$ cat src/rtl/aesl_deadlock_track_unit.sv
// Per-process deadlock tracker: merges incoming dependence sets, confirms a
// self-loop over several cycles, reports it once and forwards report tokens.
module aesl_deadlock_track_unit #(
    parameter int unsigned PROC_NUM       = 4,
    parameter int unsigned PROC_ID        = 0,
    parameter int unsigned IN_CHAN_NUM    = 2,
    parameter int unsigned OUT_CHAN_NUM   = 3,
    parameter int unsigned CONFIRM_CYCLES = 4
) (
    input  logic                            reset,
    input  logic                            clock,
    input  logic [OUT_CHAN_NUM-1:0]         proc_dep_vld_vec,
    input  logic [IN_CHAN_NUM-1:0]          in_chan_dep_vld_vec,
    input  logic [IN_CHAN_NUM*PROC_NUM-1:0] in_chan_dep_data_vec,
    input  logic [IN_CHAN_NUM-1:0]          token_in_vec,
    input  logic                            dl_detect_in,
    input  logic                            origin,
    input  logic                            token_clear,
    input  logic                            dl_ack,
    output logic [OUT_CHAN_NUM-1:0]         out_chan_dep_vld_vec,
    output logic [PROC_NUM-1:0]             out_chan_dep_data,
    output logic [OUT_CHAN_NUM-1:0]         token_out_vec,
    output logic                            dl_detect_out,
    output logic                            dl_confirmed,
    output logic [PROC_NUM-1:0]             dl_proc_set,
    output logic [OUT_CHAN_NUM-1:0]         dl_chan_snap
);

    localparam int unsigned       CNT_W     = $clog2(CONFIRM_CYCLES + 1);
    localparam logic [CNT_W-1:0]  CNT_MAX   = CNT_W'(CONFIRM_CYCLES);
    localparam logic [CNT_W:0]    CNT_LIM   = (CNT_W + 1)'(CONFIRM_CYCLES);
    localparam logic [PROC_NUM-1:0] ID_ONEHOT = PROC_NUM'(1) << PROC_ID;

    typedef enum logic [1:0] {
        IDLE     = 2'd0,
        CONFIRM  = 2'd1,
        REPORTED = 2'd2
    } state_t;

    state_t               state, state_nxt;
    logic [CNT_W-1:0]     cnt, cnt_nxt;
    logic [CNT_W:0]       cnt_inc;
    logic [PROC_NUM-1:0]  dep_reg;
    logic [PROC_NUM-1:0]  dep;
    logic [PROC_NUM-1:0]  dep_acc [IN_CHAN_NUM+1];
    logic                 gate;
    logic                 blocked;
    logic                 cand;
    logic                 report;
    logic                 confirmed_nxt;
    logic                 tok_fwd;

    // OR-reduce the dependence sets of all valid incoming channels
    assign dep_acc[0] = '0;
    for (genvar g = 0; g < IN_CHAN_NUM; g++) begin : g_chan
        assign dep_acc[g+1] = dep_acc[g] |
            (in_chan_dep_vld_vec[g] ? in_chan_dep_data_vec[g*PROC_NUM +: PROC_NUM] : '0);
    end

    // Once a deadlock is known globally, only token-carrying cycles may update dep
    assign gate    = ~dl_detect_in | (|token_in_vec);
    assign blocked = |proc_dep_vld_vec;
    assign dep     = gate ? dep_acc[IN_CHAN_NUM] : dep_reg;
    assign cand    = gate & dep[PROC_ID] & blocked;
    assign tok_fwd = ((|token_in_vec) & ~token_clear) | origin;
    assign cnt_inc = (CNT_W + 1)'(cnt) + (CNT_W + 1)'(1);

    assign out_chan_dep_vld_vec = proc_dep_vld_vec;
    assign out_chan_dep_data    = dep_reg | ID_ONEHOT;

    // State register
    always_ff @(posedge clock or negedge reset) begin
        if (!reset) begin
            state <= IDLE;
            cnt   <= '0;
        end else begin
            state <= state_nxt;
            cnt   <= cnt_nxt;
        end
    end

    // Next-state, confirm counter and report strobe
    always_comb begin
        state_nxt     = state;
        cnt_nxt       = cnt;
        report        = 1'b0;
        confirmed_nxt = dl_confirmed;
        unique case (state)
            IDLE: begin
                if (cand) begin
                    cnt_nxt = CNT_W'(1);
                    if (CONFIRM_CYCLES == 1) begin
                        state_nxt = REPORTED;
                        report    = 1'b1;
                    end else begin
                        state_nxt = CONFIRM;
                    end
                end else begin
                    cnt_nxt = '0;
                end
            end
            CONFIRM: begin
                if (!cand) begin
                    state_nxt = IDLE;
                    cnt_nxt   = '0;
                end else begin
                    cnt_nxt = (cnt_inc >= CNT_LIM) ? CNT_MAX : cnt_inc[CNT_W-1:0];
                    if (cnt_inc == CNT_LIM) begin
                        state_nxt = REPORTED;
                        report    = 1'b1;
                    end
                end
            end
            REPORTED: begin
                if (dl_ack) begin
                    state_nxt     = IDLE;
                    cnt_nxt       = '0;
                    confirmed_nxt = 1'b0;
                end
            end
            default: begin
                state_nxt = IDLE;
                cnt_nxt   = '0;
            end
        endcase
        if (report) confirmed_nxt = 1'b1;
    end

    // Dependence register, tokens and report captures
    always_ff @(posedge clock or negedge reset) begin
        if (!reset) begin
            dep_reg       <= '0;
            token_out_vec <= '0;
            dl_detect_out <= 1'b0;
            dl_confirmed  <= 1'b0;
            dl_proc_set   <= '0;
            dl_chan_snap  <= '0;
        end else begin
            dep_reg       <= blocked ? dep : '0;
            token_out_vec <= tok_fwd ? proc_dep_vld_vec : '0;
            dl_detect_out <= report;
            dl_confirmed  <= confirmed_nxt;
            if (report) begin
                dl_proc_set  <= dep | ID_ONEHOT;
                dl_chan_snap <= proc_dep_vld_vec;
            end
        end
    end

endmodule

$ cat config.mk
export PLATFORM = sky130hd
export DESIGN_NAME = aesl_deadlock_track_unit
export DESIGN_NICKNAME = d
export VERILOG_FILES = /design/src/rtl/aesl_deadlock_track_unit.sv
export SDC_FILE = /design/constraint.sdc
export NUM_CORES = 1
export LEC_CHECK = 0
export BUFFER_PORTS_ARGS = -buffer_cell sky130_fd_sc_hd__buf_2
export CELL_PAD_IN_SITES_DETAIL_PLACEMENT = 0
export CELL_PAD_IN_SITES_GLOBAL_PLACEMENT = 2
export CORE_ASPECT_RATIO = 0.6
export CORE_MARGIN = 4
export CORE_UTILIZATION = 28
export DETAILED_ROUTE_END_ITERATION = 8
export GPL_ROUTABILITY_DRIVEN = 0
export GPL_TIMING_DRIVEN = 0
export PLACE_DENSITY = 0.86
export SYNTH_ARGS = -nofsm -noshare
export SYNTH_HDL_FRONTEND = slang
export SYNTH_SLANG_ARGS = --single-unit
export TNS_END_PERCENT = 10
$ cat constraint.sdc
create_clock -name clock -period 1.88 [get_ports clock]
set_input_delay 0.094 -clock clock [delete_from_list [all_inputs] [get_ports clock]]
set_output_delay 0.094 -clock clock [all_outputs]
set_load 0.1 [all_outputs]
==> flow_metrics.env <==
export IMPL_outcome="complete, no violations"
export IMPL_cts_buffers=3
export IMPL_die_area_sq_mm=0.00455
export IMPL_setup_tns_ns=0
export IMPL_leakage_nw=0.718
export IMPL_slew_headroom_pct=64.2
export IMPL_synth_cell_type_count=26
export IMPL_synthArstFlopShare_pct=100
export IMPL_synth_flop_cell="dfrtp_1"
export IMPL_antenna_found_initial=0
export IMPL_cts_tree="yes"
export IMPL_h_tree_depth=1
export IMPL_skew_ns=0.00626
export IMPL_grtUsageTotal_pct=10.2
export IMPL_finalHoldViolCount=0
export IMPL_pin_count=40
export IMPL_start_util_pct=29.7
export IMPL_period_needed_ns=1.66
export IMPL_clock_path_buffers=2
export IMPL_ys_ff_latch=20
export IMPL_max_freq_mhz=602
export IMPL_finalSetupViolations=0
export IMPL_drc=0
export IMPL_die_h_um=53.9
export IMPL_post_cts_resized=0
export IMPL_syn_area_per_cell_sq_um=11.3
export IMPL_num_rows=16
export IMPL_dpl_hpwl_mm=1.61
export IMPL_clock_sinks=20
export IMPL_power_density_mw_per_mm2=785
export IMPL_crit_type="flip-flop to flip-flop"
export IMPL_cap_violations=0
export IMPL_clk_latency_ns=0.26
export IMPL_grt_pass1_wl_mm=3.52
export IMPL_vias_per_cell=4.26
export IMPL_reg2reg_from="cnt[0]"
export IMPL_stdcell_count=175
export IMPL_vias=745
export IMPL_critPathLaunch="cnt[0]"
export IMPL_routedWlPerCell_um=12.0
export IMPL_critPathLaunchType="flip-flop"
export IMPL_grt_pass1_vias=720
export IMPL_yosysWarnings=0
export IMPL_areaGrowthSynthToFinish_pct=31.7
export IMPL_gr_total_overflow=0
export IMPL_slew_viol_final=0
export IMPL_drt_total_wl_mm=2.11
export IMPL_cp_required_ns=2.03
export IMPL_clk_pin_slew_ns=0.08
export IMPL_die_x_um=84.5
export IMPL_irDropWorstVdd_mv=0.362
export IMPL_drive_above_1_share_pct=44.6
export IMPL_largest_register="dl_proc_set"
export IMPL_post_synth_instance_area_sq_um=982
export IMPL_postCtsSetupRepairBufs=0
export IMPL_drtAntennaViolNets=0
export IMPL_cts_root_buf="clkbuf_8"
export IMPL_end_kind="flip-flop"
export IMPL_largest_reg_flops=4
export IMPL_rsz0062_at_grt="false"
export IMPL_nets=154
export IMPL_hold_path_class="input port to flip-flop"
export IMPL_synth_edf_count=0
export IMPL_path_max_fanout=10
export IMPL_syn_inst=87
export IMPL_num_fill_cells=332
export IMPL_worst_slew_pin_slew_ns=0.535
export IMPL_arrival_ns=1.81
export IMPL_first_pass_iters=4
export IMPL_ys_seq_area_share_pct=51.0
export IMPL_diodes=0
export IMPL_p_total_mw=1.02
export IMPL_min_from="origin"
export IMPL_syn_num_nets=110
export IMPL_core_sq_mm=0.00330
export IMPL_fin_crit_sh_pct=88.3
export IMPL_placed_cells=170
export IMPL_hold_ws_ns=0.112
export IMPL_first_iter_violations=25
export IMPL_portBuffers=38
export IMPL_grt_max_degree=21
[report_power, final]
part	switching, mW	internal, mW	total [mW]
Clock	0.145	0.186	0.331
Sequential	0.0120	0.445	0.457
Combinational	0.168	0.0590	0.227
[per-layer routing]
| layer | vias to the layer above | share of wire [%] | GRT usage [%] |
|---|---|---|---|
| met4 | 0 | 1.4 | 3.16 |
| met1 | 335 | 49 | 13.7 |
| li1 | 371 | - | - |
| met2 | 37 | 39 | 15.1 |
| met5 | - | 0 | 0 |
| met3 | 2 | 10 | 4.13 |
[Yosys cell counts, types with 2 or more instances]
master   count  area share [%]
a21oi_1      4             2.0
a22oi_1      4             3.1
buf_4        7             5.4
dfrtp_1     20              51
ha_1         2             2.5
inv_1        5             1.9
mux2_4       3             4.6
mux2i_1      3             3.1
nand2_1      8             3.1
nor2_1      10             3.8
nor2b_1      4             2.5
o21ai_0      3             1.5
[metrics by stage]
| step | instance area (sq um) | setup slack [ns] | util (%) |
|---|---|---|---|
| 2_1_floorplan | 982 | 0.345 | - |
| 3_3_place_gp | 1230 | 0.256 | 37.2 |
| 3_5_place_dp | 1230 | 0.228 | 37.2 |
| 4_1_cts | 1290 | 0.214 | 39.2 |
| 5_1_grt | 1290 | 0.107 | 39.2 |
| 6_report | 1290 | 0.219 | 39.2 |
[final cells by class]
class | count | area (sq um) | share of cell area (%)
Buffer | 7 | 52.6 | 4.06
Clock buffer | 4 | 55.1 | 4.26
Inverter | 5 | 18.8 | 1.45
Multi-Input combinational cell | 55 | 410 | 31.7
Sequential cell | 20 | 500 | 38.7
Tap cell | 45 | 56.3 | 4.35
Timing Repair Buffer | 39 | 200 | 15.5
[repair_timing]
item                                   in CTS  in global routing
hold buffers                                1                  0
setup endpoints to repair                   0                  0
endpoints found under the hold margin      20                  0
[cells in the final DEF, fill, tap and decap left out, types with 4 or more instances in the layout]
cell | Yosys | final
nor2_1 | 10 | 10
inv_1 | 5 | 5
buf_4 | 7 | 7
a22oi_1 | 4 | 4
nor2b_1 | 4 | 4
dfrtp_1 | 20 | 20
nand2_1 | 8 | 8
clkbuf_8 | 0 | 4
buf_2 | 0 | 38
a21oi_1 | 4 | 4
[logic make-up (layout without fill, tap and decap cells)]
kind of cell	Yosys count	count (layout)	share of synthesized area (%)
compound gates	15	15	11.6
fa+ha+maj	2	2	2.55
buf+inv	12	55	7.26
flops	20	20	51.0
mux	6	6	7.64
other cells	1	1	0.382
simple gates	31	31	19.6
[critical path, cell delays in order, from the launching register on]
cell	delay, ns
dfrtp_1	0.44
ha_1	0.30
o31ai_4	0.31
nand2_4	0.17
mux2_4	0.33
[worst paths after layout]
check	endpoint	slack (ns)	cells past startpoint
setup / recovery	dl_chan_snap[1]	0.22	4
hold / removal	token_out_vec[1]	0.11	3
setup reg to reg	dl_chan_snap[1]	0.22	4
hold reg to reg	dl_proc_set[0]	0.47	1
max in group asynchronous	dep_reg[2]	1.23	2
min in group asynchronous	cnt[1]	0.31	2
Note: power is estimated with default switching activity, not from simulation.
